<file path="src/rtl/mem_arbiter.sv">
// mem_arbiter
// -----------
// Shares one single-port SRAM between the instruction-fetch port (IF) and the
// data-memory port (DM) of the RV32I pipeline.
//
// Handshake: a requester raises *_req with address (and, for DM, we/wdata)
// and holds them until *_gnt is seen in the same cycle; the transfer happens
// on the rising edge that ends a cycle with *_gnt=1. Requests may change before
// the grant and are simply re-evaluated. A granted read returns *_rvalid with
// *_rdata exactly one cycle later; writes return nothing. A missing grant is
// a stall for the requester.
//
// Arbitration: DM has fixed priority. While IF waits, at most MAX_DM_RUN
// consecutive DM grants are given before one IF grant is forced.
//
// Ports
//   clk, rst            clock, asynchronous active-low reset
//   if_req/if_addr      fetch read request, if_gnt (comb), if_rvalid/if_rdata
//   dm_req/dm_we/...    data request, dm_gnt (comb), dm_rvalid/dm_rdata
//   mem_*               SRAM side; mem_rdata valid one cycle after mem_addr
//   conflict_cnt        saturating count of cycles with both requests active
//   dbg_rd_owner        current read-owner state (0 none, 1 IF, 2 DM)
//   dbg_run_cnt         current consecutive-DM-grant run length
//   dbg_cnt_load/value  debug preload of conflict_cnt (load wins over count)

module mem_arbiter #(
  parameter int ADDR_W     = 16,
  parameter int DATA_W     = 32,
  parameter int MAX_DM_RUN = 4,
  localparam int RUN_W     = $clog2(MAX_DM_RUN + 1)
) (
  input  logic              clk,
  input  logic              rst,
  input  logic              if_req,
  input  logic [ADDR_W-1:0] if_addr,
  output logic              if_gnt,
  output logic              if_rvalid,
  output logic [DATA_W-1:0] if_rdata,
  input  logic              dm_req,
  input  logic              dm_we,
  input  logic [ADDR_W-1:0] dm_addr,
  input  logic [DATA_W-1:0] dm_wdata,
  output logic              dm_gnt,
  output logic              dm_rvalid,
  output logic [DATA_W-1:0] dm_rdata,
  output logic              mem_w_en,
  output logic [ADDR_W-1:0] mem_addr,
  output logic [DATA_W-1:0] mem_wdata,
  input  logic [DATA_W-1:0] mem_rdata,
  output logic [31:0]       conflict_cnt,
  output logic [1:0]        dbg_rd_owner,
  output logic [RUN_W-1:0]  dbg_run_cnt,
  input  logic              dbg_cnt_load,
  input  logic [31:0]       dbg_cnt_value
);

  typedef enum logic [1:0] {
    OWN_NONE = 2'd0,
    OWN_IF   = 2'd1,
    OWN_DM   = 2'd2
  } owner_e;

  localparam logic [RUN_W-1:0] RUN_MAX = RUN_W'(MAX_DM_RUN);

  owner_e           rd_owner, rd_owner_nxt;
  logic [RUN_W-1:0] run_cnt, run_cnt_nxt;
  logic [31:0]      conflict_q;
  logic             both_req;

  assign both_req = if_req & dm_req;

  // Grant: DM wins unless IF has already waited through a full DM run.
  always_comb begin
    if_gnt = 1'b0;
    dm_gnt = 1'b0;
    if (dm_req && !(if_req && (run_cnt == RUN_MAX))) begin
      dm_gnt = 1'b1;
    end else if (if_req) begin
      if_gnt = 1'b1;
    end
  end

  // SRAM drive; everything is zero when nobody owns the cycle.
  always_comb begin
    mem_addr  = '0;
    mem_w_en  = 1'b0;
    mem_wdata = '0;
    if (dm_gnt) begin
      mem_addr  = dm_addr;
      mem_w_en  = dm_we;
      mem_wdata = dm_wdata;
    end else if (if_gnt) begin
      mem_addr  = if_addr;
    end
  end

  // Run length only counts DM grants that actually made IF wait.
  always_comb begin
    run_cnt_nxt = run_cnt;
    if (if_gnt || !if_req) begin
      run_cnt_nxt = '0;
    end else if (dm_gnt && (run_cnt != RUN_MAX)) begin
      run_cnt_nxt = run_cnt + 1'b1;
    end
  end

  // Read-owner FSM: remembers who the data coming back next cycle belongs to.
  always_comb begin
    rd_owner_nxt = OWN_NONE;
    if (if_gnt) begin
      rd_owner_nxt = OWN_IF;
    end else if (dm_gnt && !dm_we) begin
      rd_owner_nxt = OWN_DM;
    end
  end

  always_ff @(posedge clk or negedge rst) begin
    if (!rst) begin
      rd_owner <= OWN_NONE;
      run_cnt  <= '0;
    end else begin
      rd_owner <= rd_owner_nxt;
      run_cnt  <= run_cnt_nxt;
    end
  end

  always_ff @(posedge clk or negedge rst) begin
    if (!rst) begin
      conflict_q <= '0;
    end else if (dbg_cnt_load) begin
      conflict_q <= dbg_cnt_value;
    end else if (both_req && (conflict_q != 32'hFFFF_FFFF)) begin
      conflict_q <= conflict_q + 32'd1;
    end
  end

  // Read return steering; an rdata bus is zero whenever it is not valid.
  always_comb begin
    if_rvalid = (rd_owner == OWN_IF);
    dm_rvalid = (rd_owner == OWN_DM);
    if_rdata  = if_rvalid ? mem_rdata : '0;
    dm_rdata  = dm_rvalid ? mem_rdata : '0;
  end

  assign conflict_cnt = conflict_q;
  assign dbg_rd_owner = rd_owner;
  assign dbg_run_cnt  = run_cnt;

endmodule
</file>
<file path="config.mk">
export PLATFORM = sky130hd
export DESIGN_NAME = mem_arbiter
export DESIGN_NICKNAME = d
export VERILOG_FILES = /design/src/rtl/mem_arbiter.sv
export SDC_FILE = /design/constraint.sdc
export NUM_CORES = 1
export LEC_CHECK = 0
export ABC_AREA = 1
export ABC_CLOCK_PERIOD_IN_PS = 3850
export BUFFER_PORTS_ARGS = -buffer_cell sky130_fd_sc_hd__buf_4
export CELL_PAD_IN_SITES_DETAIL_PLACEMENT = 0
export CELL_PAD_IN_SITES_GLOBAL_PLACEMENT = 1
export CORE_AREA = 2 2 119 121
export CTS_BUF_LIST = sky130_fd_sc_hd__clkbuf_4 sky130_fd_sc_hd__clkbuf_8
export DETAILED_ROUTE_END_ITERATION = 10
export DIE_AREA = 0 0 121 123
export PLACE_DENSITY = 0.85
export SETUP_SLACK_MARGIN = 0.05
export SYNTH_ARGS = -nofsm -noshare
export SYNTH_HDL_FRONTEND = slang
export SYNTH_SLANG_ARGS = --single-unit
</file>
<file path="constraint.sdc">
create_clock -name clk -period 3.85 [get_ports clk]
set_input_delay 0.1925 -clock clk [delete_from_list [all_inputs] [get_ports clk]]
set_output_delay 0.1925 -clock clk [all_outputs]
set_load 0.01 [all_outputs]
</file>
==> impl_metrics.json, run 1 <==
{
  "floorplan.initialDensity_pct": 26.4,
  "grt_setup_unrepaired": "no",
  "post-layout-total-power_mw": 1.46,
  "ant_nets": 0,
  "clock_path_buffers": 2,
  "ys_seq_elements": 37,
  "timing.rr.end": "conflict_cnt[6]",
  "max-vdd-ir-drop_mv": 0.172,
  "clk_pin_slew_ps": 80,
  "cts.sinks": 37,
  "power.leakage_nw": 3.42,
  "synthesis.nets": 781,
  "place_congestion": 0.871,
  "finalCriticalPeriod_ps": 2640,
  "yosys.cell_types.count": 28,
  "synth.most_common_cell": "nand2_1",
  "power.density_nw_per_um2": 243,
  "reg2regPathDepth": 11,
  "reg2reg_setup_slack_ps": 1550,
  "grt_pass1_vias": 4281,
  "antenna_found_initial": 0,
  "synth.cell_area_um2": 3600,
  "die_height_um": 123,
  "setup.worst_path.end_class": "output pin",
  "yosysWarnings": 0,
  "drive_gt1_share_pct": 34.9,
  "cap_viol_max_count": 0,
  "drtPass1Iterations": 5,
  "timing.hold.ws_ps": 64.3,
  "hpwl_detailed_mm": 12.9,
  "final_nets": 1054,
  "hold_buffers": 1,
  "clock_skew_ps": 8.94,
  "synth.top_cells.by_area": "dfrtp_1 26%, nand2_1 22%, nor2_1 16%",
  "timing.fmax_ghz": 0.379,
  "ys_dominant_reg_cell": "dfrtp_1",
  "finalMaxSlewViolations": 0,
  "async_flop_share_pct": 100,
  "placementRows": 43,
  "clock_insertion_delay_worst_skew_ps": 290,
  "core_area_um2": 13600,
  "syn2layout_area_growth_pct": 66.7,
  "max-slew-margin-rel_pct": 27.2,
  "clock_tree_from_tritoncts": "done",
  "outcome": "complete, no violations",
  "critPathKind": "reg2out",
  "start_kind": "flop",
  "final_setup_viols": 0,
  "critical_path_peak_fanout": 36,
  "post_cts_resize_count": 0,
  "finalSetupTns_ps": 0,
  "buffer_ports.inserted": 287,
  "hold_class": "in2reg",
  "fillerInstances": 1514,
  "synth.largest_area_cell": "dfrtp_1",
  "pin_count_of_the_biggest_net_entering_global_routing": 40,
  "post_cts.repair.setup_buffers": 0,
  "detail_route.drc_violations": 0,
  "floorplan.die_area_um2": 14900,
  "globalRouteTotalUtil_pct": 19.9,
  "timing_hold_violations_final": 0,
  "cts-root-buf": "clkbuf_8",
  "period_utilization_post_route_pct": 68.6,
  "tightestPinTransition_ps": 1090,
  "antenna-diode-count": 0,
  "first_iter_violations": 305,
  "cts_buffers": 5,
  "grt_overflow": 0,
  "synth_edf_count": 0,
  "post_drt_wl_per_cell_um": 14.6,
  "critical_path_required_ps": 3660,
  "routed_wl_mm": 16.0,
  "grt_pass1_wl_mm": 23.4,
  "hold_path.startpoint": "dm_we",
  "dr_total_vias": 4856,
  "seq_area_frac_synth_pct": 25.7,
  "worst_hold_path.endpoint": "dbg_rd_owner[1]",
  "cp_data_arrival_time_ps": 2450,
  "die-width_um": 121,
  "boundaryPins": 288,
  "yosys.area.top_type_share_pct": 25.7,
  "hold_depth": 2,
  "syn_inst": 644,
  "worst_r2r_start": "conflict_cnt[0]",
  "clock_tree.htree_level_count": 2,
  "via_per_inst": 4.42,
  "avgSynthCellArea_um2": 5.59,
  "commonest_cells_in_the_netlist": "215 x nand2_1, 152 x nor2_1, 93 x inv_1, 48 x nand3_1, 37 x dfrtp_1"
}
## sequential cells by signal, summed over array words and instances, names as in the netlist
register      count
conflict_cnt     32
dbg_run_cnt       3
dbg_rd_owner      2
## metal layers
metal / vias to the layer above / wire length [µm] / global-route usage [%]
li1: 2487 / - / -
met1: 2172 / 7420 / 29.3
met2: 195 / 7150 / 30.6
met3: 2 / 1390 / 4.66
met4: 0 / 40 / 1.96
met5: - / 0 / 0
## per-stage QoR
stage	std cells	worst slack (ps)	utilization, %	instance area [µm²]
floorplan	644	2010	-	3600
global placement	1089	1560	43.1	5870
detailed placement	1089	1540	43.1	5870
CTS	1098	1210	44.1	6000
global route	1098	972	44.1	6000
finish	1098	1210	44.1	6000
## how the worst max path moves through the flow
stage	from	endpoint	depth (start not counted)
global placement	dbg_run_cnt[0]	mem_addr[10]	8
floorplan	dbg_run_cnt[0]	mem_addr[10]	7
global route	dbg_run_cnt[0]	mem_addr[15]	8
detailed placement	dbg_run_cnt[0]	mem_addr[14]	8
finish	dbg_run_cnt[0]	mem_addr[11]	8
CTS	dbg_run_cnt[0]	mem_addr[4]	8
## where the power goes
part / internal (mW) / switching, mW
logic: 0.292 / 0.289
registers: 0.430 / 0.0780
clock network: 0.219 / 0.153
total: 0.941 / 0.520
## layout by cell type (no fill, tap or decap)
cell,n
clkbuf_4,1
xor2_1,3
nand2_1,215
nand3_2,1
o21bai_1,3
o21ai_0,6
nand3_1,48
xnor2_1,2
a21oi_1,2
inv_2,2
clkinv_2,1
o21ai_2,7
nand2_2,5
buf_4,288
nand4_1,2
inv_1,93
nand2_4,2
nor2_2,3
clkbuf_8,6
clkinv_1,2
ha_1,3
bufinv_16,1
nor2_4,3
dfrtp_1,37
nor2_1,152
a22o_1,16
nand3b_1,13
dlygate4sd3_1,1
## cell families (layout without fill, tap and decap cells)
logic type	Yosys count	after routing	share of synthesized area [%]
AND/OR/NAND/NOR	444	444	51.2
buffers and inverters	121	395	13.5
flip-flops	37	37	25.7
AO/OA/AOI/OAI	34	34	7.33
XOR/XNOR	5	5	1.22
adder cells (fa/ha/maj)	3	3	1.04
## worst max-delay path, cell delays in order, from the launching register on
cell and delay [ps]:
dfrtp_1 420, inv_1 70, ha_1 130, nand3_1 90
nand2_1 70, buf_4 320, clkinv_1 510, a22o_1 400
buf_4 140
## final cells by class
cell class	count	area, µm²	area share, %
Clock buffer	7	90.1	1.50
Clock inverter	1	30.0	0.500
Inverter	98	369	6.15
Multi-Input combinational cell	486	2190	36.5
Sequential cell	37	926	15.4
Tap cell	180	225	3.75
Timing Repair Buffer	289	2170	36.2
Power figures use the tool's default switching activity.
==> run 2: changes to the inputs <==
ABC_CLOCK_PERIOD_IN_PS = 2300   (was 3850)
CORE_AREA = 2 2 131 133   (was 2 2 119 121)
DIE_AREA = 0 0 133 135   (was 0 0 121 123)
PLACE_DENSITY = 0.74   (was 0.85)
clock period = 2.3 ns   (was 3.85 ns; I/O delays follow)
==> run 2 against run 1 <==
Effect of this change: global-route usage is 1.2 points lower; combinational power is 82% higher; critical path depth is 1 lower; first-iteration DRC count is 2.3% higher; flip-flop and latch count stayed put.
==> impl_metrics.json, run 2 (synthesis gave the netlist of run 1 again) <==
{
  "final_cell_area_um2": 6210,
  "pin_count_of_the_biggest_net_entering_global_routing": 39,
  "critical_path_required_ps": 2180,
  "die_height_um": 135,
  "ant_nets": 0,
  "hpwl_detailed_mm": 14.4,
  "floorplan.initialDensity_pct": 21.9,
  "post_drt_wl_per_cell_um": 15.3,
  "tightestPinTransition_ps": 539,
  "period_utilization_post_route_pct": 90.7,
  "outcome": "complete, no violations",
  "place_worst_setup_slack_ps": 190,
  "cts-root-buf": "clkbuf_8",
  "critical_path_peak_fanout": 17,
  "grt_overflow": 0,
  "antenna-diode-count": 0,
  "grt_pass1_vias": 4675,
  "start_kind": "flop",
  "commonest_cells_after_routing_fill_and_taps_aside": "305 x buf_4, 215 x nand2_1, 152 x nor2_1, 93 x inv_1, 48 x nand3_1",
  "syn2layout_area_growth_pct": 72.4,
  "m1WireLength_mm": 8.25,
  "drtPass1Iterations": 5,
  "fillerInstances": 1864,
  "final_setup_viols": 0,
  "antenna_found_initial": 0,
  "power.density_nw_per_um2": 406,
  "buffer_ports.inserted": 287,
  "post-route-worst-setup-slack_ps": 213,
  "layout.area.seq_um2": 926,
  "detailroute.wirelength.met2_mm": 7.82,
  "finalCriticalPeriod_ps": 2090,
  "die-width_um": 133,
  "clock_path_buffers": 2,
  "final_nets": 1072,
  "dr_total_vias": 4894,
  "post-layout-total-power_mw": 2.52,
  "hold_class": "in2reg",
  "clock_skew_ps": 16.5,
  "cp_data_arrival_time_ps": 1970,
  "max-slew-margin-rel_pct": 64.1,
  "placementRows": 47,
  "via_per_inst": 4.23,
  "cts.sinks": 37,
  "max-vdd-ir-drop_mv": 0.235,
  "setup.worst_path.end_class": "output pin",
  "detail_route.drc_violations": 0,
  "boundaryPins": 288,
  "utilization_pct": 37.8,
  "first_iter_violations": 312,
  "power.leakage_nw": 3.50,
  "core_area_um2": 16400,
  "place_congestion": 0.854,
  "timing.fmax_ghz": 0.479,
  "largest_register_ff_count": 32,
  "timing_hold_violations_final": 0,
  "finalMaxSlewViolations": 0,
  "critPathKind": "reg2out",
  "clk_pin_slew_ps": 80,
  "drive_gt1_share_pct": 36.3,
  "grt_setup_unrepaired": "no",
  "globalRouteTotalUtil_pct": 18.7,
  "finalSetupTns_ps": 0,
  "clock_insertion_delay_worst_skew_ps": 310,
  "floorplan.die_area_um2": 18000,
  "routed_wl_mm": 17.7,
  "met3WireLength_mm": 1.37,
  "clock_tree.htree_level_count": 2,
  "grt_pass1_wl_mm": 26.4,
  "clock_tree_from_tritoncts": "done",
  "cap_viol_max_count": 0,
  "postPlaceCellArea_um2": 6050,
  "top_layer": "met4",
  "cts_buffers": 5,
  "multi_input_comb_area_um2": 2200,
  "mostFrequentLayoutCell": "buf_4"
}
-- run 2: timing repair --
action	CTS	global route
hold buffers	2	0
setup buffers	0	0
endpoints found under the setup margin	16	27
hold endpoints to repair	38	0
resized for setup	1	3
-- run 2: stage by stage --
step | hold slack [ps] | cells
floorplan | -181 | 644
global placement | 131 | 1146
detailed placement | 138 | 1146
CTS | 22.8 | 1156
global route | 27.8 | 1156
finish | 26.8 | 1156
-- run 2: worst max-delay path, stage by stage, from the launching register on --
cell and delay (ps):
dfrtp_1 420, inv_1 80, ha_1 130, nand3_1 90, nand2_1 150, clkinvlp_4 310, a22o_1 330, buf_4 150
-- run 2: layout make-up --
cell class,count,share of cell area (%)
well taps,220,4.44
multi-input cells,486,35.5
flip-flops and latches,37,14.9
inverters,98,6.03
clock inverters,2,0.605
clock buffers,6,1.33
repair buffers,307,37.2
-- run 2: power by group --
part / total, mW / internal [mW] / switching (mW)
Clock: 0.632 / 0.353 / 0.278
Combinational: 1.06 / 0.523 / 0.533
Sequential: 0.830 / 0.720 / 0.110
-- run 2: path summary, 6_finish.rpt --
check / start / slack, ps / to / depth (start not counted)
max in group asynchronous: rst / 1590 / conflict_cnt[24] / 2
worst max-delay path: dbg_run_cnt[0] / 210 / mem_addr[10] / 7
worst min register to register: dbg_run_cnt[0] / 500 / dbg_run_cnt[0] / 1
min in group asynchronous: rst / 320 / conflict_cnt[2] / 2
worst max register to register: conflict_cnt[1] / 270 / conflict_cnt[3] / 11
worst min-delay path: dbg_cnt_value[27] / 30 / conflict_cnt[27] / 3
-- run 2: routing by layer --
layer / up-vias / track usage (%)
li1: 2529 / -
met1: 2164 / 26.9
met2: 188 / 28.7
met3: 13 / 4.50
met4: 0 / 3.46
met5: - / 0
==> run 3: changes to the inputs <==
ABC_AREA = default   (was 1)
ABC_CLOCK_PERIOD_IN_PS = 2150   (was 2300)
CORE_AREA = 2 2 117 119   (was 2 2 131 133)
DIE_AREA = 0 0 119 121   (was 0 0 133 135)
PLACE_DENSITY = 0.79   (was 0.74)
clock period = 2.15 ns   (was 2.3 ns; I/O delays follow)
==> run 3 against run 2 <==
Effect of this change: sequential share of layout area is 0.76 points higher; global-route usage is 1.7 points higher; register-to-register slack worse by 110 ps; core utilization is 7.3 points higher; total power is 7.8% lower; first-iteration DRC count is 34% lower; wire length is 11% lower; critical path type is now reg2reg; critical endpoint is now conflict_cnt[20]; largest power group unchanged.
==> impl_metrics.json, run 3 <==
{
  "timing.critical_path.from": "conflict_cnt[9]",
  "clock_path_buffers": 2,
  "finalCriticalPeriod_ps": 1990,
  "synth_edf_count": 0,
  "pin_count_of_the_biggest_net_entering_global_routing": 69,
  "critical_path.endpoint": "conflict_cnt[20]",
  "floorplan.initialDensity_pct": 24.4,
  "grt_pass1_vias": 4117,
  "max-vdd-ir-drop_mv": 0.261,
  "clock_skew_ps": 6.42,
  "dr_total_vias": 4291,
  "async_flop_share_pct": 100,
  "synth.cell_area_um2": 3200,
  "tightestPinTransition_ps": 497,
  "first_iter_violations": 205,
  "grt_overflow": 0,
  "cts.sinks": 37,
  "reg2regPathDepth": 6,
  "core_area_um2": 13100,
  "mostFrequentLayoutCell": "buf_4",
  "reg2reg_setup_slack_ps": 160,
  "cts-root-buf": "clkbuf_8",
  "place_congestion": 0.946,
  "outcome": "complete, no violations",
  "timing.hold.ws_ps": 14.3,
  "timing.fmax_ghz": 0.502,
  "floorplan.die_area_um2": 14400,
  "start_kind": "flop",
  "power.leakage_nw": 2.93,
  "grt_pass1_wl_mm": 23.0,
  "timing.critical_path.slowest_cell_delay_ps": 440,
  "drive_gt1_share_pct": 47.3,
  "commonest_cells_in_the_netlist": "98 x and2_1, 70 x nand2_1, 37 x dfrtp_1, 25 x o21ai_0, 23 x clkbuf_1",
  "critical_path_s_slowest_cell": "dfrtp_1",
  "die-width_um": 119,
  "buffer_and_inverter_count_on_the_worst_path": 1,
  "yosysWarnings": 0,
  "timing_hold_violations_final": 0,
  "synthesis.nets": 567,
  "drtPass1Iterations": 4,
  "syn2layout_area_growth_pct": 84.7,
  "cp_data_arrival_time_ps": 2210,
  "via_per_inst": 4.68,
  "finalSetupTns_ps": 0,
  "power.density_nw_per_um2": 393,
  "ys_dominant_reg_cell": "dfrtp_1",
  "grt_setup_unrepaired": "yes",
  "globalRouteTotalUtil_pct": 20.4,
  "critPathKind": "reg2reg",
  "finalMaxSlewViolations": 0,
  "antenna_found_initial": 3,
  "synth.most_common_cell": "and2_1",
  "crit_chain": "nand4_4 > nor4_4 > buf_4 > nand3_2 > or3_1 > a31oi_1",
  "die_height_um": 121,
  "avgSynthCellArea_um2": 7.44,
  "clock_insertion_delay_worst_skew_ps": 300,
  "clock_tree.htree_level_count": 2,
  "largest_register_ff_count": 32,
  "hpwl_detailed_mm": 13.2,
  "boundaryPins": 288,
  "max-slew-margin-rel_pct": 66.9,
  "critical_path_peak_fanout": 9,
  "cts_buffers": 5,
  "cap_viol_max_count": 0,
  "final_nets": 874,
  "hold_class": "in2reg",
  "worst_r2r_start": "conflict_cnt[9]",
  "worst-path-stages": 6,
  "commonest_cells_after_routing_fill_and_taps_aside": "322 x buf_4, 98 x and2_1, 70 x nand2_1, 37 x dfrtp_1, 25 x o21ai_0",
  "synth.top_cells.by_area": "dfrtp_1 29%, and2_1 19%, nand2_1 8.2%",
  "yosys.cell_types.count": 45,
  "final_setup_viols": 0,
  "top_cell_family_by_delay_on_the_critical_path": "simple AND/OR/NAND/NOR gates",
  "critical_path_required_ps": 2370,
  "ant_nets": 0,
  "synth.largest_area_cell": "dfrtp_1",
  "ys_seq_elements": 37,
  "clock_tree_from_tritoncts": "done",
  "routed_wl_mm": 15.7,
  "setup.worst_path.end_class": "flop",
  "timing.rr.end": "conflict_cnt[20]",
  "seq_area_frac_synth_pct": 29.0,
  "post_drt_wl_per_cell_um": 17.2,
  "buffer_ports.inserted": 287,
  "clk_pin_slew_ps": 80,
  "syn_inst": 430,
  "placementRows": 42,
  "period_utilization_post_route_pct": 92.7,
  "yosys.area.top_type_share_pct": 29.0,
  "detail_route.drc_violations": 0
}
-- run 3: cell count changes in the layout (fill, tap and decap cells not counted), moves of 13 or more --
cell and delta:
nand3_1 -29, inv_1 -85, nand3b_1 -13, buf_4 +17, nand2_1 -145, nor2_1 -131, a22o_1 -16, o21ai_0 +19
and2_1 +98
-- run 3: stage by stage --
stage | power (mW) | cell area, µm² | utilization, % | worst slack (ps) | cells
after floorplan | 1.19 | 3200 | - | 113 | 430
after global placement | 1.81 | 5730 | 43.8 | 123 | 900
after detailed placement | 1.83 | 5730 | 43.8 | 49.3 | 900
after CTS | 2.34 | 5860 | 44.8 | 87.5 | 911
after global routing | 2.46 | 5910 | 45.1 | 1.37 | 917
final | 2.32 | 5910 | 45.1 | 156 | 917
-- run 3: worst min-delay path by stage --
stage          depth (start not counted)  slack (ps)               from               end
6_report                               3          10   dbg_cnt_value[5]   conflict_cnt[5]
5_1_grt                                2          20  dbg_cnt_value[13]  conflict_cnt[13]
4_1_cts                                2           9  dbg_cnt_value[13]  conflict_cnt[13]
3_5_place_dp                           1         110                rst  conflict_cnt[26]
3_3_place_gp                           1         110                rst  conflict_cnt[26]
2_1_floorplan                          0        -190                rst   conflict_cnt[0]
-- run 3: worst reg2reg max path, stage by stage (launching register included) --
cell and delay, ps:
dfrtp_1 440, nand4_4 210, nor4_4 380, buf_4 180, nand3_2 140, or3_1 390, a31oi_1 180
-- run 3: repair_timing --
item,4_1_cts,5_1_grt
hold buffers,2,0
pin swaps,1,5
hold endpoints to repair,38,0
buffers inserted,1,3
cloned,0,0
resized for setup,0,4
setup endpoints to repair,2,21
-- run 3: power breakdown --
group	leakage [nW]	internal [mW]	switching (mW)	total, mW
clock	0.0439	0.224	0.281	0.505
sequential	0.444	0.758	0.0612	0.819
combinational	2.44	0.539	0.457	0.996
-- run 3: routing by layer --
metal / GRT usage [%] / part of all wire [%]
met5: 0 / 0
met4: 4.76 / 1.8
met3: 5.22 / 7.6
met2: 34.7 / 49
met1: 26.0 / 41
-- run 3: layout make-up --
type | instances | area [µm²]
fillers | 1343 | 7180
repair buffers | 326 | 2480
multi-input cells | 358 | 2160
flip-flops and latches | 37 | 926
well taps | 176 | 220
clock buffers | 5 | 68.8
inverters | 9 | 33.8
clock inverters | 3 | 17.5
diodes | 3 | 7.51
-- run 3: cells by family after synthesis --
group                      Yosys count  synth area share (%)
buffers and inverters               35                  4.62
adders and majority gates            3                  1.17
muxes                                5                  1.60
DFF                                 37                  29.0
AOI/OAI and AO/OA                   66                  13.1
and+or+nand+nor                    275                  48.0
xor gates and xnor gates             9                  2.46
